===== src/rtl/turtle_cpu_pkg.sv =====
// Shared definitions for the turtle CPU: program-loader sync byte and FSM states.
package turtle_cpu_pkg;

    localparam logic [7:0] LOADER_SYNC_BYTE = 8'hA5;

    typedef enum logic [2:0] {
        ST_IDLE   = 3'd0,
        ST_LEN_HI = 3'd1,
        ST_LEN_LO = 3'd2,
        ST_DATA   = 3'd3,
        ST_CHECK  = 3'd4,
        ST_DONE   = 3'd5,
        ST_ERROR  = 3'd6
    } loader_state_t;

endpackage


===== src/rtl/loader_watchdog.sv =====
// Inter-byte idle watchdog for the program loader. Counts enabled cycles
// since the last clear; o_expired flags the TIMEOUT_CYCLES-th idle cycle.
// TIMEOUT_CYCLES = 0 disables the watchdog.
module loader_watchdog #(
    parameter int TIMEOUT_CYCLES = 100000
) (
    input  logic clk,
    input  logic reset_n,
    input  logic i_clear,
    input  logic i_enable,
    output logic o_expired
);

    localparam int CW = (TIMEOUT_CYCLES > 1) ? $clog2(TIMEOUT_CYCLES) : 1;
    localparam logic [CW-1:0] LAST = CW'(TIMEOUT_CYCLES - 1);

    logic [CW-1:0] r_count;
    logic          w_active;

    assign w_active  = (TIMEOUT_CYCLES != 0);
    assign o_expired = w_active && i_enable && !i_clear && (r_count == LAST);

    // Idle-cycle counter: cleared by activity, saturates at the final count.
    always_ff @(posedge clk or negedge reset_n) begin
        if (!reset_n) begin
            r_count <= '0;
        end else if (i_clear) begin
            r_count <= '0;
        end else if (i_enable && (r_count != LAST)) begin
            r_count <= r_count + CW'(1);
        end
    end

endmodule


===== src/rtl/imem_uart_loader.sv =====
// Program loader: parses SYNC/LEN/payload/CHK frames from the UART byte
// stream, writes assembled words to instruction memory from address 0, and
// holds the CPU in reset until a checksum-verified load completes.
//
// Byte handshake: rx_valid is a one-cycle strobe; a byte is consumed on every
// clock edge where rx_valid=1. There is no back-pressure, so the loader
// accepts a byte every cycle and a memory write overlaps the next byte.
module imem_uart_loader
    import turtle_cpu_pkg::*;
#(
    parameter int INSTR_W        = 16,
    parameter int IMEM_DEPTH     = 256,
    parameter int TIMEOUT_CYCLES = 100000,
    parameter int HOLD_AT_RESET  = 1,
    localparam int ADDR_W        = (IMEM_DEPTH > 1) ? $clog2(IMEM_DEPTH) : 1
) (
    input  logic                clk,
    input  logic                reset_n,
    input  logic [7:0]          rx_data,
    input  logic                rx_valid,
    output logic                imem_we,
    output logic [ADDR_W-1:0]   imem_addr,
    output logic [INSTR_W-1:0]  imem_wdata,
    output logic                cpu_hold_n,
    output logic                load_done,
    output logic                load_error,
    output logic [15:0]         words_loaded,
    output loader_state_t       dbg_state
);

    localparam int BPW = INSTR_W / 8;
    localparam int BCW = (BPW > 1) ? $clog2(BPW) : 1;
    localparam logic [BCW-1:0] LAST_BYTE = BCW'(BPW - 1);

    loader_state_t       r_state;
    logic [15:0]         r_len;
    logic [BCW-1:0]      r_byte_cnt;
    logic [INSTR_W-1:0]  r_word;
    logic [7:0]          r_xor;
    logic                r_imem_we;
    logic [ADDR_W-1:0]   r_imem_addr;
    logic [INSTR_W-1:0]  r_imem_wdata;
    logic [15:0]         r_words_loaded;
    logic                r_load_done;
    logic                r_load_error;
    logic                r_cpu_hold_n;

    logic                w_in_frame;
    logic                w_wd_expired;
    logic [15:0]         w_len;
    logic                w_len_bad;
    logic [INSTR_W-1:0]  w_next_word;

    assign w_in_frame  = (r_state == ST_LEN_HI) || (r_state == ST_LEN_LO) ||
                         (r_state == ST_DATA)   || (r_state == ST_CHECK);
    assign w_len       = {r_len[15:8], rx_data};
    assign w_len_bad   = (w_len == 16'd0) || ({1'b0, w_len} > 17'(IMEM_DEPTH));
    assign w_next_word = (r_word << 8) | INSTR_W'(rx_data);

    loader_watchdog #(
        .TIMEOUT_CYCLES (TIMEOUT_CYCLES)
    ) u_watchdog (
        .clk       (clk),
        .reset_n   (reset_n),
        .i_clear   (rx_valid || !w_in_frame),
        .i_enable  (w_in_frame),
        .o_expired (w_wd_expired)
    );

    // Frame FSM with word assembly, checksum, address counter and registered outputs.
    always_ff @(posedge clk or negedge reset_n) begin
        if (!reset_n) begin
            r_state        <= ST_IDLE;
            r_len          <= '0;
            r_byte_cnt     <= '0;
            r_word         <= '0;
            r_xor          <= '0;
            r_imem_we      <= 1'b0;
            r_imem_addr    <= '0;
            r_imem_wdata   <= '0;
            r_words_loaded <= '0;
            r_load_done    <= 1'b0;
            r_load_error   <= 1'b0;
            r_cpu_hold_n   <= (HOLD_AT_RESET != 0) ? 1'b0 : 1'b1;
        end else begin
            r_imem_we <= 1'b0;
            if (w_wd_expired) begin
                r_state      <= ST_ERROR;
                r_load_error <= 1'b1;
            end else if (rx_valid) begin
                case (r_state)
                    ST_IDLE, ST_DONE, ST_ERROR: begin
                        if (rx_data == LOADER_SYNC_BYTE) begin
                            r_state        <= ST_LEN_HI;
                            r_words_loaded <= '0;
                            r_xor          <= '0;
                            r_byte_cnt     <= '0;
                            r_load_done    <= 1'b0;
                            r_load_error   <= 1'b0;
                            r_cpu_hold_n   <= 1'b0;
                        end
                    end
                    ST_LEN_HI: begin
                        r_len[15:8] <= rx_data;
                        r_state     <= ST_LEN_LO;
                    end
                    ST_LEN_LO: begin
                        r_len <= w_len;
                        if (w_len_bad) begin
                            r_state      <= ST_ERROR;
                            r_load_error <= 1'b1;
                        end else begin
                            r_state <= ST_DATA;
                        end
                    end
                    ST_DATA: begin
                        r_xor  <= r_xor ^ rx_data;
                        r_word <= w_next_word;
                        if (r_byte_cnt == LAST_BYTE) begin
                            r_byte_cnt     <= '0;
                            r_imem_we      <= 1'b1;
                            r_imem_wdata   <= w_next_word;
                            r_imem_addr    <= r_words_loaded[ADDR_W-1:0];
                            r_words_loaded <= r_words_loaded + 16'd1;
                            if ((r_words_loaded + 16'd1) == r_len) begin
                                r_state <= ST_CHECK;
                            end
                        end else begin
                            r_byte_cnt <= r_byte_cnt + BCW'(1);
                        end
                    end
                    ST_CHECK: begin
                        if (rx_data == r_xor) begin
                            r_state      <= ST_DONE;
                            r_load_done  <= 1'b1;
                            r_cpu_hold_n <= 1'b1;
                        end else begin
                            r_state      <= ST_ERROR;
                            r_load_error <= 1'b1;
                        end
                    end
                    default: r_state <= ST_IDLE;
                endcase
            end
        end
    end

    assign imem_we      = r_imem_we;
    assign imem_addr    = r_imem_addr;
    assign imem_wdata   = r_imem_wdata;
    assign cpu_hold_n   = r_cpu_hold_n;
    assign load_done    = r_load_done;
    assign load_error   = r_load_error;
    assign words_loaded = r_words_loaded;
    assign dbg_state    = r_state;

endmodule


===== config.mk =====
export PLATFORM = sky130hd
export DESIGN_NAME = imem_uart_loader
export DESIGN_NICKNAME = d
export VERILOG_FILES = /design/src/rtl/turtle_cpu_pkg.sv /design/src/rtl/loader_watchdog.sv /design/src/rtl/imem_uart_loader.sv
export SDC_FILE = /design/constraint.sdc
export NUM_CORES = 1
export LEC_CHECK = 0
export CAP_MARGIN = 20
export CORE_ASPECT_RATIO = 1.4
export CORE_MARGIN = 2
export CORE_UTILIZATION = 45
export DETAILED_ROUTE_END_ITERATION = 8
export PLACE_DENSITY_LB_ADDON = 0.12
export SETUP_SLACK_MARGIN = 0.2
export SYNTH_ARGS = -nofsm -noshare
export SYNTH_HDL_FRONTEND = slang
export SYNTH_SLANG_ARGS = --single-unit

===== constraint.sdc =====
create_clock -name clk -period 3.03 [get_ports clk]
set_clock_uncertainty 0.2 [all_clocks]
set_input_delay 0.4545 -clock clk [delete_from_list [all_inputs] [get_ports clk]]
set_output_delay 0.4545 -clock clk [all_outputs]
set_load 0.01 [all_outputs]

### Yosys cells after proc, flatten, opt, wreduce, memory -nomap -nowiden

Index checks and enable logic that the tools add are counted.

* bits of input ports: 11
* register bits: 96
* logic and storage cells: 95

* $lt $le $gt $ge: 1
* add/subtract/negate cells: 3
* equal/unequal tests: 19
* muxes and demuxes: 29
* bitwise gates (word level): 3
* reductions and logical operators: 27

Operators by type and width (count)
* $mux 17: 2
* $mux 16: 2
* $pmux 16 s2: 1
* $mux 3: 6
* $add 17x1->17 const B: 1
* $eq 17x17->1 const B: 1
* $ne 17x17->1 const B: 1
* $add 16x1->16 const B: 1
* $eq 16x16->1: 1
* $gt 16x9->1 const B: 1
* $logic_not 16->1: 1
* $or 16x8->16: 1
* $pmux 8 s2: 1
* $pmux 3 s5: 1
* $reduce_and 5->1: 3
* $ne 3x2->1 const B: 4
* $reduce_and 4->1: 3
* $mux 1: 11
* $eq 3x3->1 const B: 3
* $reduce_and 3->1: 3
* $eq 8x8->1: 1
* $eq 8x8->1 const B: 1
* $mux 8: 1
* $reduce_bool 2->1: 4
* 17 further kinds: 27

### Longest topological paths before layout

* depth after elaboration: 11
* gate-level depth with buffers: 8
* gate-level depth less buffers: 7

### By module

From an unflattened synthesis, not the netlist that was laid out.

* cell total of the unflattened synthesis: 533
* area total of the unflattened synthesis: 5242.5 um^2

By module, submodules not included
* imem_uart_loader: times used 1, seq. area each 1976.9 um^2, area an instance 4252.8 um^2, cells each 431
* loader_watchdog: times used 1, seq. area each 425.4 um^2, area an instance 989.7 um^2, cells each 102

### Worst setup path before layout

Ideal clock, no wire load.

* path kind: register to register
* start: reg r_words_loaded[0] (netlist: words_loaded[0])
* end: reg r_state[1] (netlist: dbg_state[1])
* cell stages (with the launch flop): 8
* period minus slack after synthesis: 2.465 ns
* buffers on the path: 0
* setup slack: 0.565 ns
* library setup time: 0.148 ns
* arrival: 2.117 ns
* cell sequence: dfrtp_1 -> ha_1 -> nand3_1 -> or4_1 -> a22oi_1 -> o2111ai_1 -> nor4_2 -> a41oi_1

* cells in the longest elaborated chain, start to end: 4

Ends and longest elaborated chain
* start, declared: RTL line imem_uart_loader.sv:43 `logic [15:0] r_words_loaded;`
* start signal, assigned: RTL line imem_uart_loader.sv:124 `r_words_loaded <= r_words_loaded + 16'd1;`
* $add 16x1->16: RTL line imem_uart_loader.sv:125 `if ((r_words_loaded + 16'd1) == r_len) begin`
* $eq 16x16->1: RTL line imem_uart_loader.sv:125
* $ne 3x1->1 (no source line)
* $reduce_and 4->1 (no source line)
* end signal, assigned: RTL line imem_uart_loader.sv:126 `r_state <= ST_CHECK;`
* end signal, assigned: RTL line imem_uart_loader.sv:134 `r_state <= ST_DONE;`
* end signal, assigned: RTL line imem_uart_loader.sv:138 `r_state <= ST_ERROR;`
* end, declared: RTL line imem_uart_loader.sv:35 `loader_state_t r_state;`

No other way between the ends.
A chain may end at the register's enable or synchronous reset.

### Worst setup path in the final report

* start: reg r_words_loaded[1] (netlist: words_loaded[1])
* end: reg r_state[1] (netlist: dbg_state[1])

The elaborated chain is that of the path after synthesis.

==> impl_metrics.tcl <==
set metrics [dict create \
    synth_top_area_share 0.486 \
    synth-seq-cells 96 \
    critPathBufInv 1 \
    hold_class "register to register" \
    maxSlewViolCount 0 \
    gp_congestion 0.940 \
    num_vias 4056 \
    viasPerCell 5.54 \
    cap_violations 0 \
    num_rows 45 \
    final_nets 599 \
    drc 0 \
    post_drt_wl_per_cell_um 16.8 \
    rsz0062_at_grt "no" \
    synth_area_um2 4950 \
    crit_fanout 7 \
    detail-route-antenna-nets 0 \
    dp_hpwl_um 8890 \
    critPathKind "register to register" \
    setup_tns_ns 0 \
    synth_top_flop_cell "dfrtp_1" \
    synth_edf_count 0 \
    crit_path_end_kind "register" \
    grt_pass1_vias 3995 \
    h-tree-depth 3 \
    async_flop_share 1.00 \
    synth_cell_types 58 \
    finalSetupViolations 0 \
    wl_met1_um 5080 \
    synth_area_per_cell_um2 9.48 \
    pre_cts_ws_ns 0.168 \
    ys_warn_count 0 \
    grt_max_degree 46 \
    yosysSeqAreaShare 0.486 \
    hold_viol 0 \
    status "finished, final reports clean" \
    grt_util_all_layers 0.217 \
    synth_common_cells "100 x nand2_1, 96 x dfrtp_1, 42 x nor2_1" \
    synth_cells 522 \
    arrival_ns 2.67 \
    synth_area_leaders "dfrtp_1 49%, nand2_1 7.6%, mux2_2 5.0%" \
    port_buffers 57 \
    n_antenna_cell 0 \
    slowest_delay_ns 0.57 \
    cellPowerDensity_nw_per_um2 822 \
    crit_path_cell_trace "ha_1, nand3_1, or4_1, a22oi_1, o2111ai_1, nor4_2, buf_4, a41oi_1" \
    post-cts-setup-buffers 0 \
    firstDrtPassIters 4 \
    antenna_found_initial 0 \
    dieArea_um2 11900 \
    max_freq_ghz 0.375 \
    cts_buffers 9 \
    startpoint_type "register" \
    io_pins 58 \
    root_buffer "clkbuf_16" \
    fin_crit_sh 0.881 \
    period_minus_slack_ns 2.67 \
    met2_length_um 6500 \
    routed_wirelength_um 12300 \
    first_iter_violations 143 \
    met3_length_um 348 \
    die_y_um 128 \
    area_delta_synth_final_pct 22.1 \
    clk_latency_ns 0.35 \
    top_layer_used "met4" \
    path_clk_slew_ns 0.07 \
    leakagePower_nw 2.56 \
    cts_max_path_buffers 2 \
    core-area_um2 10800 \
    ff_latch_area_um2 2400 \
    fillers 991 \
    yosys.area.top_type "dfrtp_1" \
    grt_pass1_wl_um 20000 \
    syn_nets 535 \
    grt_overflow 0 \
    synth_most_common_cell "nand2_1" \
    tightest_slew_ns 0.621 \
    die_w_um 92.6 \
    cts_tree "yes" \
    start_util 0.460 \
    crit_slowest_cell "or4_1" \
    multi_input_area_um2 2350 \
    fin_ws_ns 0.361 \
    worst_path_dominant_cell_family "simple AND/OR/NAND/NOR gates" \
    crit_required_ns 3.03 \
    slew_headroom 0.584 \
    cts_sinks 96 \
    drive_gt1_frac 0.137 \
    vdd_drop_max_mv 0.451 \
]
==> per-layer routing <==
layer,track usage,vias to the layer above
li1,-,1968
met1,0.260,1979
met2,0.385,82
met3,0.0306,27
met4,0.0948,0
met5,0,-
==> logic make-up after synthesis <==
group,count (synthesis),share of synthesized area
buffers and inverters,39,0.0402
DFF,96,0.486
adders and majority gates,2,0.00506
muxes,22,0.0501
AOI/OAI and AO/OA,96,0.122
xor gates and xnor gates,43,0.0761
and+or+nand+nor,224,0.221
==> layout make-up <==
class	count	share of cell area
clock buffer	10	0.0379
clock inverter	6	0.00891
inverter	5	0.00311
multi-input combinational	387	0.389
sequential	96	0.398
tap	141	0.0292
timing repair buffer	87	0.134
==> path summary, 6_finish.rpt <==
check	from	endpoint	slack, ns	cells past startpoint
max	words_loaded[1]	dbg_state[1]	0.36	8
max in group asynchronous	reset_n	u_watchdog.r_count[2]	1.49	3
min	r_word[5]	imem_wdata[13]	0.27	2
min in group asynchronous	reset_n	words_loaded[13]	0.45	2
max reg2reg	words_loaded[1]	dbg_state[1]	0.36	8
min reg2reg	r_word[5]	imem_wdata[13]	0.27	2
==> worst min-delay path, delay by kind of cell (launching register included) <==
family / cells / cell delay [ns]
flops: 1 / 0.34
simple gates: 2 / 0.10
==> metrics by stage <==
step	instances	instance area (um2)	hold WS [ns]	power [mW]	util
6_report	732	6040	0.271	4.96	0.562
5_1_grt	732	6040	0.300	5.29	0.562
4_1_cts	732	6030	0.278	5.00	0.561
3_5_place_dp	715	5740	0.260	3.90	0.534
3_3_place_gp	715	5740	0.247	3.85	0.534
2_1_floorplan	522	4950	-0.0411	3.19	-
==> registers in the layout, indices dropped and copies added (netlist names), 3 cells and up <==
name and cells:
imem_addr 8, r_word 8, imem_wdata 16, r_len 16, u_watchdog.r_count 17, words_loaded 16, dbg_state 3, r_xor 8
==> repair_timing <==
item | 4_1_cts | 5_1_grt
hold buffers | 1 | 0
endpoints found under the setup margin | 0 | 1
gates resized for setup | 0 | 1
hold endpoints to repair | 43 | 0
==> power breakdown <==
group          switching, mW  leakage [nW]  total (mW)  internal, mW
clock network          0.528         0.129        1.10         0.570
logic                  0.969          1.20        1.90         0.931
registers              0.297          1.24        1.97          1.67
==> cell usage in the layout, fill, tap and decap left out, types with 10 or more instances in the layout <==
cell,instances
a21oi_1,19
a31oi_1,14
buf_4,29
clkdlybuf4s50_1,56
dfrtp_1,96
mux2_2,22
nand2_1,100
nand3_1,17
nand4_1,11
nor2_1,42
o21ai_0,29
or3_1,10
xnor2_1,24
xor2_1,19
(Power assumes the default switching activity.)
